===== config.mk =====
export PLATFORM = sky130hd
export DESIGN_NAME = adc_scan_sequencer
export DESIGN_NICKNAME = d
export VERILOG_FILES = /design/src/rtl/adc_pkg.sv /design/src/rtl/adc_result_bank.sv /design/src/rtl/adc_scan_sequencer.sv
export SDC_FILE = /design/constraint.sdc
export NUM_CORES = 1
export LEC_CHECK = 0
export BUFFER_PORTS_ARGS = -buffer_cell sky130_fd_sc_hd__buf_2
export CAP_MARGIN = 20
export CORE_MARGIN = 5
export CORE_UTILIZATION = 55
export CTS_BUF_LIST = sky130_fd_sc_hd__clkbuf_8 sky130_fd_sc_hd__clkbuf_16
export DETAILED_ROUTE_END_ITERATION = 8
export MAX_ROUTING_LAYER = met4
export PLACE_DENSITY = 0.73
export SETUP_SLACK_MARGIN = 0.05
export SYNTH_ARGS = -nofsm -noshare
export SYNTH_HDL_FRONTEND = slang
export SYNTH_SLANG_ARGS = --single-unit

===== constraint.sdc =====
create_clock -name clk_16M -period 3 [get_ports clk_16M]
set_clock_uncertainty 0.2 [all_clocks]
set_input_delay 0.6 -clock clk_16M [delete_from_list [all_inputs] [get_ports clk_16M]]
set_output_delay 0.6 -clock clk_16M [all_outputs]
set_load 0.02 [all_outputs]

===== src/rtl/adc_pkg.sv =====
// rtl/adc_pkg.sv - shared widths and sequencer state encoding for the ADC scan path
package adc_pkg;
  localparam int N_CH   = 8;
  localparam int DATA_W = 12;
  localparam int ADDR_W = 3;

  typedef enum logic [1:0] {
    ST_IDLE,
    ST_ISSUE,
    ST_WAIT,
    ST_STORE
  } seq_state_e;
endpackage


===== src/rtl/adc_result_bank.sv =====
// rtl/adc_result_bank.sv - per-channel latest-result registers with valid bits
module adc_result_bank
  import adc_pkg::*;
(
  input  logic              clk_16M,
  input  logic              rst_n,
  input  logic              we,
  input  logic [ADDR_W-1:0] waddr,
  input  logic [DATA_W-1:0] wdata,
  input  logic [ADDR_W-1:0] raddr,
  output logic [DATA_W-1:0] rdata,
  output logic              rvalid
);

  logic [DATA_W-1:0] mem [N_CH];
  logic [N_CH-1:0]   valid;

  always_ff @(posedge clk_16M or negedge rst_n) begin
    if (!rst_n) begin
      for (int i = 0; i < N_CH; i++) mem[i] <= '0;
      valid <= '0;
    end else if (we) begin
      mem[waddr]   <= wdata;
      valid[waddr] <= 1'b1;
    end
  end

  // Read is purely combinational, so a same-cycle write is seen one cycle later.
  assign rdata  = mem[raddr];
  assign rvalid = valid[raddr];

endmodule


===== src/rtl/adc_scan_sequencer.sv =====
// rtl/adc_scan_sequencer.sv - steps the ADC SPI engine through mask-selected channels
module adc_scan_sequencer
  import adc_pkg::*;
#(
  parameter int SCAN_DIV = 16000,
  parameter int TIMEOUT  = 1024
) (
  input  logic              clk_16M,
  input  logic              rst_n,
  input  logic [N_CH-1:0]   en_mask,
  input  logic              auto_en,
  input  logic              scan_req,
  output logic              conv_start,
  output logic [ADDR_W-1:0] conv_addr,
  input  logic              conv_done,
  input  logic [DATA_W-1:0] conv_data,
  input  logic [ADDR_W-1:0] rd_chan,
  output logic [DATA_W-1:0] rd_data,
  output logic              rd_valid,
  output logic              scan_done,
  output logic              busy,
  output logic              err_timeout
);

  localparam int TICK_W = $clog2(SCAN_DIV);
  localparam int WAIT_W = $clog2(TIMEOUT);

  seq_state_e        state_q, state_d;
  logic [TICK_W-1:0] tick_cnt;
  logic [WAIT_W-1:0] wait_cnt;
  logic [N_CH-1:0]   mask_q;
  logic [ADDR_W-1:0] cur_q, pend_addr_q;
  logic              pend_v_q, flush_q, err_q;
  logic [DATA_W-1:0] data_q;
  logic [ADDR_W-1:0] start_first, mask_first, next_addr;
  logic              next_hit, tick, start, timeout_hit;

  assign tick        = (tick_cnt == TICK_W'(SCAN_DIV - 1));
  assign start       = (tick && auto_en) || scan_req;
  assign timeout_hit = (wait_cnt == WAIT_W'(TIMEOUT - 1));

  always_ff @(posedge clk_16M or negedge rst_n) begin
    if (!rst_n)    tick_cnt <= '0;
    else if (tick) tick_cnt <= '0;
    else           tick_cnt <= tick_cnt + TICK_W'(1);
  end

  // Descending sweep leaves the lowest qualifying index in each result.
  always_comb begin
    start_first = '0;
    mask_first  = '0;
    next_addr   = '0;
    next_hit    = 1'b0;
    for (int i = N_CH - 1; i >= 0; i--) begin
      if (en_mask[i]) start_first = ADDR_W'(i);
      if (mask_q[i])  mask_first  = ADDR_W'(i);
      if (mask_q[i] && (i > int'(cur_q))) begin
        next_hit  = 1'b1;
        next_addr = ADDR_W'(i);
      end
    end
  end

  always_ff @(posedge clk_16M or negedge rst_n) begin
    if (!rst_n) state_q <= ST_IDLE;
    else        state_q <= state_d;
  end

  always_comb begin
    state_d = state_q;
    case (state_q)
      ST_IDLE:  if (start && (en_mask != '0)) state_d = ST_ISSUE;
      ST_ISSUE: state_d = ST_WAIT;
      ST_WAIT: begin
        if (conv_done)        state_d = ST_STORE;
        else if (timeout_hit) state_d = ST_IDLE;
      end
      ST_STORE: state_d = flush_q ? ST_IDLE : ST_ISSUE;
      default:  state_d = ST_IDLE;
    endcase
  end

  always_ff @(posedge clk_16M or negedge rst_n) begin
    if (!rst_n) begin
      mask_q      <= '0;
      cur_q       <= '0;
      pend_addr_q <= '0;
      pend_v_q    <= 1'b0;
      flush_q     <= 1'b0;
      err_q       <= 1'b0;
      wait_cnt    <= '0;
      data_q      <= '0;
    end else begin
      case (state_q)
        ST_IDLE: begin
          if (start) begin
            mask_q <= en_mask;
            if (en_mask != '0) begin
              err_q    <= 1'b0;
              pend_v_q <= 1'b0;
              flush_q  <= 1'b0;
              cur_q    <= start_first;
            end
          end
        end
        // wait_cnt holds cycles elapsed since the conv_start pulse.
        ST_ISSUE: wait_cnt <= WAIT_W'(1);
        ST_WAIT: begin
          wait_cnt <= wait_cnt + WAIT_W'(1);
          if (conv_done)        data_q <= conv_data;
          else if (timeout_hit) err_q  <= 1'b1;
        end
        ST_STORE: begin
          // Data returned in this frame belongs to the address sent one frame earlier.
          pend_addr_q <= cur_q;
          pend_v_q    <= ~flush_q;
          if (!flush_q) begin
            if (next_hit) begin
              cur_q <= next_addr;
            end else begin
              flush_q <= 1'b1;
              cur_q   <= mask_first;
            end
          end
        end
        default: ;
      endcase
    end
  end

  assign conv_start  = (state_q == ST_ISSUE);
  assign conv_addr   = cur_q;
  assign busy        = (state_q != ST_IDLE);
  assign scan_done   = (state_q == ST_STORE) && flush_q;
  assign err_timeout = err_q;

  adc_result_bank u_bank (
    .clk_16M (clk_16M),
    .rst_n   (rst_n),
    .we      ((state_q == ST_STORE) && pend_v_q),
    .waddr   (pend_addr_q),
    .wdata   (data_q),
    .raddr   (rd_chan),
    .rdata   (rd_data),
    .rvalid  (rd_valid)
  );

endmodule


After elaboration in Yosys (flattened, before gate mapping)
Cells that the tools add are included.
{ "word_totals": {"out_inout_bits": 20, "reg_bits": 159} }
{ "classes": {"bitwise_logic": 4, "n_reduce_logical": 26, "n_lt_le_gt_ge": 13, "add_sub_neg": 2, "n_eq_ne": 12, "muxes": 61} }
{ "ops": {"columns": ["cell", "n"], "rows": [
  ["96-bit bitwise mux", 1],
  ["3-bit two-way mux", 27],
  ["12-bit binary-select mux with 3-bit select", 1],
  ["12-bit demux with 3-bit select", 1],
  ["12-bit two-way mux", 3],
  ["10-bit one-hot mux with 2 select lines", 1],
  ["1-bit two-way mux", 16],
  ["14-bit by 1-bit adder with 14-bit output, second input constant", 1],
  ["14-bit == test, second input constant", 1],
  ["14-bit two-way mux", 1],
  ["1-bit logical AND", 13],
  ["3-bit > comparator, first input constant", 4],
  ["2-bit inequality test, second input constant", 6],
  ["10-bit by 1-bit adder with 10-bit output, second input constant", 1],
  ["10-bit == test, second input constant", 1],
  ["4-bit >= comparator, second input constant", 2],
  ["3-bit by 4-bit less-than comparator with 1-bit output, second input constant", 2],
  ["3-bit NOT with 4-bit output", 2],
  ["8-bit bitwise OR", 1],
  ["2-bit one-hot mux with 4 select lines", 1],
  ["2-bit nonzero test", 4],
  ["8-bit nonzero test", 1],
  ["2-bit by 3-bit > comparator with 1-bit output, first input constant", 2],
  ["2-bit two-way mux", 3],
  ["17 further kinds", 22]
]} }

Depth between registers and ports, before layout
Gate-level depths: netlist of the first run.
{ "logic_depth": {"ltp_word": 12, "depth_mapped": 7, "depth_no_buf": 7} }

Modules after synthesis
A second synthesis of the first run with hierarchy kept.
{ "unflattened": {"cells_unflattened": 545, "hier_area_um2": 7629.8} }
{ "by_module_without_submodules": {"columns": ["module", "seq_area_each_um2", "cells_each", "area_per_inst_um2", "instances"], "rows": [
  ["adc_result_bank", 2602.5, 270, 4737.0, 1],
  ["adc_scan_sequencer", 1376.3, 275, 2892.8, 1]
]} }

Worst setup path after synthesis of the first run
Ideal clock, no wire load.
{ "synth_timing": {"kind": "input port to output port", "startpoint": "in rd_chan[0]", "endpoint": "out rd_data[0]", "arrival_time_ps": 1973, "required_time_ps": 2200, "cell_stages": 4, "setup_slack_ps": 227, "cell_sequence": "buf_2 > buf_2 > mux4_2 > mux2_2"} }
{ "synth_via": {"elab_chain_len": 4} }
{ "synth_lines": {"columns": ["item", "line", "rtl"], "rows": [
  ["start, declared", "adc_scan_sequencer.sv:17", "input logic [ADDR_W-1:0] rd_chan,"],
  ["3-bit NOT with 4-bit output (not written as such)", "adc_result_bank.sv:29", "assign rdata = mem[raddr];"],
  ["12-bit binary-select mux with 3-bit select", "adc_result_bank.sv:29", null],
  ["12-bit two-way mux (not written as such) (2 in series)", "adc_result_bank.sv:29", null],
  ["end, declared", "adc_scan_sequencer.sv:18", "output logic [DATA_W-1:0] rd_data,"]
]} }
Every way passes these cells. The select of a mux whose other input is x is not followed.

Worst setup path after layout of the first run
{ "layout_timing": {"startpoint": "in rd_chan[0]", "endpoint": "out rd_data[3]"} }
The elaborated chain is that of the path after synthesis.

==> impl_metrics.csv, run 1 <==
group,metric,value,unit
run_status,status,"finished clean",
drt,wl_met3,540,µm
timing,max-slew-margin-rel,0.3755,
timing,rsz0062_at_grt,"false",
drt,routed_wl,15120,µm
synthesis,synth.area.top_cells,"dfrtp_1 52%, mux2_2 17%, mux4_2 7.6%",
synthesis,ys_ff_latch,159,
synthesis,synth_top_flop_cell,"dfrtp_1",
synthesis,synthAdderAreaFrac,0.01142,
drt,drt-pass1-iter-count,5,
drt,antenna_left,0,
drt,drt-met1-wl,7047,µm
critical_path,cp.arrival,1950,ps
critical_path,r2r_setup_slack,380,ps
synthesis,ys_seq_area_frac,0.5188,
synthesis,async_reset_ff_frac,1.000,
drt,drc,0,
place,port_buffers,47,
drt,num_vias,4703,
cells_and_area,drive_above_1_share,0.4237,
floorplanning,die_height,128.1,µm
synthesis,synth_top_family_by_area,"multiplexers",
drt,top_layer,"met4",
critical_path,cp_max_fo,26,
cells_and_area,multi_input_comb_area,3491,µm²
synthesis,ys_warn_count,0,
timing,finalSetupTns,0,ps
clocking,htreeDepth,4,
synthesis,synth_compound_area_frac,0.06232,
critical_path,r2r_end,"u_bank.mem[93]",
cells_and_area,nets,664,
place,pre_cts_ws,241.1,ps
critical_path,cp.required,2200,ps
worst_hold_path,hold_path.startpoint,"conv_data[1]",
timing,hold_viol,0,
synthesis,synthXorXnorAreaFrac,0.01028,
global_routing,antenna_found_initial,0,
synthesis,synth_cell_type_count,62,
synthesis,synth.avg_cell_area,13.39,µm²
global_routing,grt_overflow,0,
critical_path,path_class,"input pin to output pin",
drt,drtIter0Drc,257,
synthesis,synth-edff-count,0,
drt,met2_length,7401,µm
power_and_ir_drop,vdd_ir_drop_max,841.6,µV
clocking,clock-sinks,159,
critical_path,worstReg2RegStart,"state_q[1]",
place,placed_cells,789,
global_routing,grt_pass1_vias,4872,
timing,maxSlewViolCount,0,
floorplanning,coreArea,13770,µm²
timing,fin_crit_sh,0.9167,
clocking,clock_path_buffers,2,
synthesis,synthMuxAreaShare,0.2878,
timing,worst_slack,250.0,ps
clocking,clkLatencyLatePin,420,ps
cells_and_area,area_delta_synth_final,14.40,%
floorplanning,dieArea,16410,µm²
critical_path,crit_slowest_cell,"mux4_2",
global_routing,grt_max_degree,71,
worst_hold_path,hold_path_depth,2,
drt,routed_via_density,5.721,
drt,avgRoutedWirePerCell,18.40,µm
critical_path,cp_slowest_stage_delay,540,ps
critical_path,path_common_cell,"buf_2",
clocking,clk_pin_slew,60,ps
floorplanning,row_count,43,
cells_and_area,antennaDiodeCount,0,
timing,period_needed,2750,ps
power_and_ir_drop,powerDensity,902.3,nW/µm²
synthesis,synthSimpleGateAreaFrac,0.08336,
critical_path,cp-startpoint,"rd_chan[0]",
cells_and_area,nFillCells,1064,
power_and_ir_drop,p_leak,4.178,nW
synthesis,synth_cells,573,
critical_path,endpoint_kind,"output pin",
floorplanning,start_util,0.5569,
floorplanning,die_w,128.1,µm
clocking,root_buffer,"clkbuf_16",
place,hpwl,9804,µm
critical_path,r2r_cells,5,
cells_and_area,utilization,0.6371,
cells_and_area,final_cells,822,
worst_hold_path,hold_class,"input pin to flop",
worst_hold_path,hold_end,"data_q[1]",
synthesis,yosysTopAreaCell,"dfrtp_1",
clocking,cts_tree,"built",
global_routing,grt_first_pass_wirelength,25500,µm
run,maxCapViolations,0,
cells_and_area,area.sequential,3979,µm²
place,gp_congestion,0.8671,
global_routing,grt_use_total,0.2034,
synthesis,synth_fp_nets,608,
floorplanning,io_pins,48,
critical_path,worstSetupStartpointType,"input pin",
timing,worst_pin_slew,936.8,ps
timing,setup-violations-final,0,
timing,max_freq,363.6,MHz
clocking,cts_setup_buffers,0,
synthesis,synth.top_cell.area_share,0.5188,
synthesis,mappedNetlistArea,7670,µm²
critical_path,path_cells,"buf_2 > buf_12 > mux4_2 > mux2_2 > buf_2",
clocking,numCtsBuffers,17,
[metal layers]
layer	track usage	up-vias
li1	-	2197
met1	0.2752	2412
met2	0.3167	81
met3	0.04583	13
met4	0.04931	0
met5	-	-
[cell families after synthesis]
logic type	Yosys count
xor gates and xnor gates	9
and+or+nand+nor	118
AOI/OAI and AO/OA	66
muxes	165
DFF	159
adders and majority gates	7
buffers and inverters	49
[metrics by stage]
stage	cell area (µm²)	hold WS, ps	total power [mW]
after detailed placement	8169	249.4	5.782
final	8775	206.9	7.917
after global placement	8169	245.2	5.642
after global routing	8775	199.1	8.374
after CTS	8775	194.5	7.966
after floorplan	7670	104.4	5.122
[worst max-delay path by stage]
stage                 end  slack [ps]
2_1_floorplan  rd_data[0]         230
3_3_place_gp   rd_data[3]         270
3_5_place_dp   rd_data[3]         240
4_1_cts        rd_data[3]         230
5_1_grt        rd_data[3]         190
6_report       rd_data[3]         250
[power breakdown]
| part | switching [mW] | internal (mW) |
|---|---|---|
| logic | 1.04 | 1.27 |
| registers | 0.625 | 2.84 |
| clock network | 0.892 | 1.26 |
[synth_stat cells, drive strengths merged, types with 6 or more instances]
cell type  count
nand2b         6
or2            6
dfrtp        159
mux2i          6
buf            9
mux4          26
nand4          6
o21ai         23
mux2         133
clkbuf        16
nand2         24
a21oi         11
nand3         18
nor2          28
inv           24
ha             7
[state kept, by name, indices dropped and copies added, names as in the netlist]
name and count:
state_q 2, tick_cnt 14, u_bank.mem 96, data_q 12, flush_q 1, pend_v_q 1, u_bank.valid 8, pend_addr_q 3
err_timeout 1, mask_q 8, wait_cnt 10, conv_addr 3
[final cells by class]
cell class	instances	area share
clock buffers	18	0.05005
clock inverters	14	0.01782
inverters	24	0.01027
multi-input cells	365	0.3978
flip-flops and latches	159	0.4534
well taps	180	0.02567
repair buffers	62	0.04492
[layout by cell type, fill, tap and decap left out, types with 7 or more instances in the layout]
master	synthesis	routed
o21ai_0	23	23
a21oi_1	9	9
nand2_1	24	24
mux4_2	26	26
inv_1	23	23
ha_1	7	7
nor2_1	27	27
mux2_4	17	17
nand3_1	18	18
dfrtp_1	159	159
mux2_2	116	116
buf_2	7	46
clkbuf_16	0	17
buf_4	0	11
[worst max-delay path, delay by kind of cell]
kind / cells / cell delay [ps]
buffers and inverters: 3 / 490
muxes: 2 / 840
[what timing repair did]
action | in CTS | in global routing
hold buffers | 1 | 0
gates resized for setup | 0 | 0
setup endpoints to repair | 0 | 0
endpoints found under the hold margin | 13 | 0
(Power assumes the default switching activity.)
==> run 2, diff against run 1 <==
Settings changed: REMOVE_ABC_BUFFERS set to 1.
==> impl_metrics.csv, run 2 (synthesis results as in run 1) <==
group,metric,value,unit
run_status,status,"finished clean",
timing,max_freq,366.5,MHz
drt,drt-pass1-iter-count,5,
place,port_buffers,47,
floorplanning,coreArea,13770,µm²
drt,routed_wl,15710,µm
clocking,root_buffer,"clkbuf_16",
cells_and_area,drive_above_1_share,0.4281,
cells_and_area,area.sequential,3979,µm²
global_routing,use_met3,0.04083,
timing,maxSlewViolCount,0,
clocking,htreeDepth,4,
power_and_ir_drop,vdd_ir_drop_max,599.6,µV
cells_and_area,area_delta_synth_final,14.65,%
critical_path,r2r_cells,6,
place,pre_cts_ws,259.9,ps
place,gp_congestion,0.8607,
global_routing,grt_pass1_vias,5214,
floorplanning,die_w,128.1,µm
cells_and_area,nFillCells,1083,
clocking,cts_setup_buffers,0,
critical_path,cp.arrival,1930,ps
global_routing,grt_max_degree,62,
timing,finalSetupTns,0,ps
place,hpwl,10260,µm
clocking,cts_tree,"built",
critical_path,r2r_end,"conv_addr[2]",
timing,fin_crit_sh,0.9096,
timing,rsz0062_at_grt,"false",
clocking,clk_pin_slew,60,ps
cells_and_area,largest_register_ffs,96,
timing,setup-violations-final,0,
floorplanning,die_height,128.1,µm
clocking,clock_path_buffers,2,
floorplanning,start_util,0.5569,
critical_path,cp.required,2200,ps
timing,max-slew-margin-rel,0.5423,
drt,routed_via_density,5.891,
critical_path,r2r_setup_slack,610,ps
critical_path,path_common_cell,"buf_2",
global_routing,grt_use_total,0.2133,
drt,antenna_left,0,
timing,hold_viol,0,
drt,drc,0,
critical_path,cp_num_cells,5,
global_routing,antenna_found_initial,0,
clocking,clock-sinks,159,
global_routing,grt_use_met2,0.3407,
critical_path,path_cells,"buf_2 > buf_12 > mux4_2 > mux2_2 > buf_2",
cells_and_area,largest-register,"u_bank.mem",
critical_path,critical_path_buf_inv_count,3,
floorplanning,io_pins,48,
cells_and_area,antennaDiodeCount,0,
critical_path,endpoint_kind,"output pin",
drt,num_vias,4872,
critical_path,cp-startpoint,"rd_chan[0]",
timing,holdWs,213.4,ps
cells_and_area,nets,669,
timing,worst_slack,271.2,ps
clocking,numCtsBuffers,17,
power_and_ir_drop,p_leak,4.216,nW
global_routing,grt_first_pass_wirelength,26540,µm
floorplanning,row_count,43,
critical_path,cp_max_fo,26,
drt,avgRoutedWirePerCell,19.00,µm
floorplanning,dieArea,16410,µm²
critical_path,path_class,"input pin to output pin",
critical_path,worstReg2RegStart,"state_q[1]",
cells_and_area,utilization,0.6384,
critical_path,cp_slowest_stage_delay,540,ps
cells_and_area,final_cell_mix,"159 x dfrtp_1, 116 x mux2_2, 46 x buf_2, 27 x nor2_1, 26 x mux4_2",
worst_hold_path,hold_class,"input pin to flop",
critical_path,worstSetupStartpointType,"input pin",
run,maxCapViolations,0,
timing,period_needed,2729,ps
timing,worst_pin_slew,669.2,ps
critical_path,cp_top_family,"multiplexers",
critical_path,endpoint,"rd_data[4]",
critical_path,crit_slowest_cell,"mux4_2",
power_and_ir_drop,powerDensity,893.4,nW/µm²
global_routing,grt-busiest-layer,"met2",
cells_and_area,final_common_cell,"dfrtp_1",
global_routing,grt_overflow,0,
cells_and_area,top_regs,"u_bank.mem (96), tick_cnt (14), data_q (12)",
global_routing,grtUsageMet1,0.2810,
cells_and_area,multi_input_comb_area,3491,µm²
drt,drtIter0Drc,346,
clocking,clkLatencyLatePin,420,ps
run 2: final cells by class:
cell class	instances	area share
clock buffer	20	0.05307
clock inverter	12	0.01252
inverter	24	0.01024
multi-input combinational	365	0.3970
sequential	159	0.4525
tap	180	0.02561
timing repair buffer	67	0.04909
run 2: repair_timing:
action,CTS,global route
hold buffers,1,0
hold endpoints to repair,46,0
resized for setup,0,0
run 2: worst min-delay path by stage:
| stage | endpoint | slack, ps | startpoint | cells past startpoint |
|---|---|---|---|---|
| 2_1_floorplan | conv_addr[0] | 100 | rst_n | 0 |
| 3_3_place_gp | u_bank.valid[5] | 250 | u_bank.valid[5] | 1 |
| 3_5_place_dp | u_bank.valid[1] | 250 | u_bank.valid[1] | 1 |
| 4_1_cts | data_q[2] | 200 | conv_data[2] | 2 |
| 5_1_grt | data_q[11] | 210 | conv_data[11] | 2 |
| 6_report | data_q[11] | 210 | conv_data[11] | 2 |
run 2: layer usage:
metal / vias up / wire, µm
li1: 2208 / -
met1: 2522 / 6975
met2: 121 / 7876
met3: 21 / 610
met4: 0 / 252
met5: - / 0
run 2: metrics by stage:
step / area, µm² / cells / power (mW)
after floorplan: 7560 / 548 / 5.080
after global placement: 8207 / 794 / 5.646
after detailed placement: 8207 / 794 / 5.801
after CTS: 8793 / 827 / 7.913
after global routing: 8793 / 827 / 8.309
final: 8793 / 827 / 7.856
run 2: report_power, final:
group	switching [mW]	total, mW	leakage (nW)	internal [mW]
logic	1.06	2.33	1.84	1.27
registers	0.628	3.46	2.09	2.84
clock network	0.854	2.06	0.287	1.21
==> run 3, diff against run 2 <==
Settings changed: BUFFER_PORTS_ARGS -buffer_cell sky130_fd_sc_hd__buf_2 to -buffer_cell sky130_fd_sc_hd__buf_4.
==> impl_metrics.csv, run 3 (synthesis results as in run 1) <==
group,metric,value,unit
floorplanning,die_w,128.1,µm
power_and_ir_drop,p_leak,4.236,nW
global_routing,grt_overflow,0,
drt,drt-pass1-iter-count,4,
clocking,cts_setup_buffers,0,
timing,hold_viol,3,
power_and_ir_drop,vdd_ir_drop_max,642.5,µV
timing,finalSetupTns,0,ps
critical_path,worstSetupStartpointType,"input pin",
timing,maxSlewViolCount,0,
critical_path,cp_max_fo,26,
power_and_ir_drop,pwr-share-clk,0.273,
run_status,violations,"negative hold slack",
clocking,cts_tree,"built",
cells_and_area,final_common_cell,"dfrtp_1",
critical_path,path_class,"input pin to output pin",
power_and_ir_drop,switchingPower,2.556,mW
drt,drc,0,
clocking,numCtsBuffers,17,
drt,antenna_left,0,
cells_and_area,final_cell_mix,"159 x dfrtp_1, 116 x mux2_2, 60 x buf_4, 27 x nor2_1, 26 x mux4_2",
clocking,htreeDepth,4,
clocking,clock-sinks,159,
clocking,cts-hold-fix-buffers,0,
critical_path,r2r_cells,5,
place,port_buffers,47,
global_routing,grt_max_degree,68,
cells_and_area,nFillCells,1044,
floorplanning,dieArea,16410,µm²
timing,max_freq,367.0,MHz
global_routing,grt_first_pass_wirelength,26390,µm
cells_and_area,largest-register,"u_bank.mem",
cells_and_area,area.sequential,3979,µm²
cells_and_area,drive_above_1_share,0.4270,
power_and_ir_drop,p_int,5.497,mW
place,hpwl,10170,µm
floorplanning,start_util,0.5569,
run,maxCapViolations,0,
floorplanning,coreArea,13770,µm²
drt,routed_via_density,5.926,
cells_and_area,top_regs,"u_bank.mem (96), tick_cnt (14), data_q (12)",
timing,setup-violations-final,0,
drt,avgRoutedWirePerCell,19.06,µm
global_routing,grt_pass1_vias,5143,
power_and_ir_drop,p_sw_frac,0.3174,
power_and_ir_drop,pwr-share-seq,0.430,
floorplanning,row_count,43,
drt,routed_wl,15710,µm
place,gp_congestion,0.8304,
power_and_ir_drop,powerDensity,903.5,nW/µm²
floorplanning,die_height,128.1,µm
global_routing,antenna_found_initial,0,
clocking,clk_pin_slew,60,ps
timing,rsz0062_at_grt,"false",
drt,num_vias,4883,
worst_hold_path,hold_class,"input pin to async pin",
timing,period_needed,2724,ps
run_status,status,"finished, violations left",
critical_path,endpoint_kind,"output pin",
cells_and_area,largest_register_ffs,96,
cells_and_area,antennaDiodeCount,0,
clocking,clock_path_buffers,2,
critical_path,cp.arrival,1920,ps
timing,max-slew-margin-rel,0.3790,
clocking,post_cts_resized,0,
cells_and_area,multi_input_comb_area,3491,µm²
timing,worst_pin_slew,931.5,ps
clocking,clkLatencyLatePin,420,ps
cells_and_area,area_delta_synth_final,16.22,%
cells_and_area,utilization,0.6472,
timing,holdWs,-5.137,ps
power_and_ir_drop,p_comb_frac,0.297,
drt,drtIter0Drc,338,
critical_path,cp.required,2200,ps
clocking,root_buffer,"clkbuf_16",
floorplanning,io_pins,48,
cells_and_area,nets,666,
global_routing,grt_use_total,0.2120,
timing,fin_crit_sh,0.9081,
run 3: cell types whose count changed in the layout (fill, tap and decap cells not counted):
| cell | previous run | this run |
|---|---|---|
| buf_2 | 46 | 0 |
| buf_4 | 16 | 60 |
| bufinv_16 | 1 | 3 |
| clkbuf_8 | 3 | 1 |
| clkinvlp_4 | 1 | 3 |
| inv_6 | 2 | 0 |
| dlygate4sd3_1 | 1 | 0 |
run 3: final timing paths:
check | from | slack (ps) | to
setup / recovery | rd_chan[0] | 280 | rd_data[1]
hold / removal | rst_n | -5 | data_q[8]
setup reg to reg | state_q[1] | 390 | u_bank.mem[89]
hold reg to reg | u_bank.valid[0] | 260 | u_bank.valid[0]
max in group asynchronous | rst_n | 1910 | u_bank.mem[23]
min in group clk_16M | conv_data[2] | 210 | data_q[2]
run 3: critical path: stages:
cell and delay (ps):
buf_4 90, buf_12 220, mux4_2 530, mux2_2 300, buf_4 160
run 3: through the flow:
stage / hold WS (ps) / cell area (µm²) / total power, mW / cells / setup slack (ps)
5_1_grt: 34.49 / 8914 / 8.514 / 824 / 223.7
3_3_place_gp: 246.3 / 8307 / 5.717 / 792 / 286.3
2_1_floorplan: 104.4 / 7560 / 5.080 / 548 / 435.5
3_5_place_dp: 250.6 / 8307 / 5.866 / 792 / 267.0
6_report: -5.137 / 8914 / 8.054 / 824 / 275.6
4_1_cts: 9.553 / 8914 / 8.093 / 824 / 265.7
run 3: power by group through the flow:
stage,clock network [mW],logic [mW],registers (mW)
2_1_floorplan,0,1.80,3.28
3_3_place_gp,0,2.29,3.43
3_5_place_dp,0,2.39,3.48
4_1_cts,2.23,2.41,3.45
5_1_grt,2.33,2.61,3.57
6_report,2.20,2.39,3.46
run 3: final cells by class:
cell class / instances / area share
clock inverter: 14 / 0.01881
clock buffer: 18 / 0.04927
timing repair buffer: 64 / 0.05853
inverter: 24 / 0.01011
sequential: 159 / 0.4464
tap: 180 / 0.02527
multi-input combinational: 365 / 0.3916
run 3: routing by layer:
layer,global-route usage,vias up,wire length [µm]
met5,-,-,0
li1,-,2217,-
met3,0.04958,31,732
met1,0.2742,2499,6849
met4,0.07241,0,343
met2,0.3321,136,7779
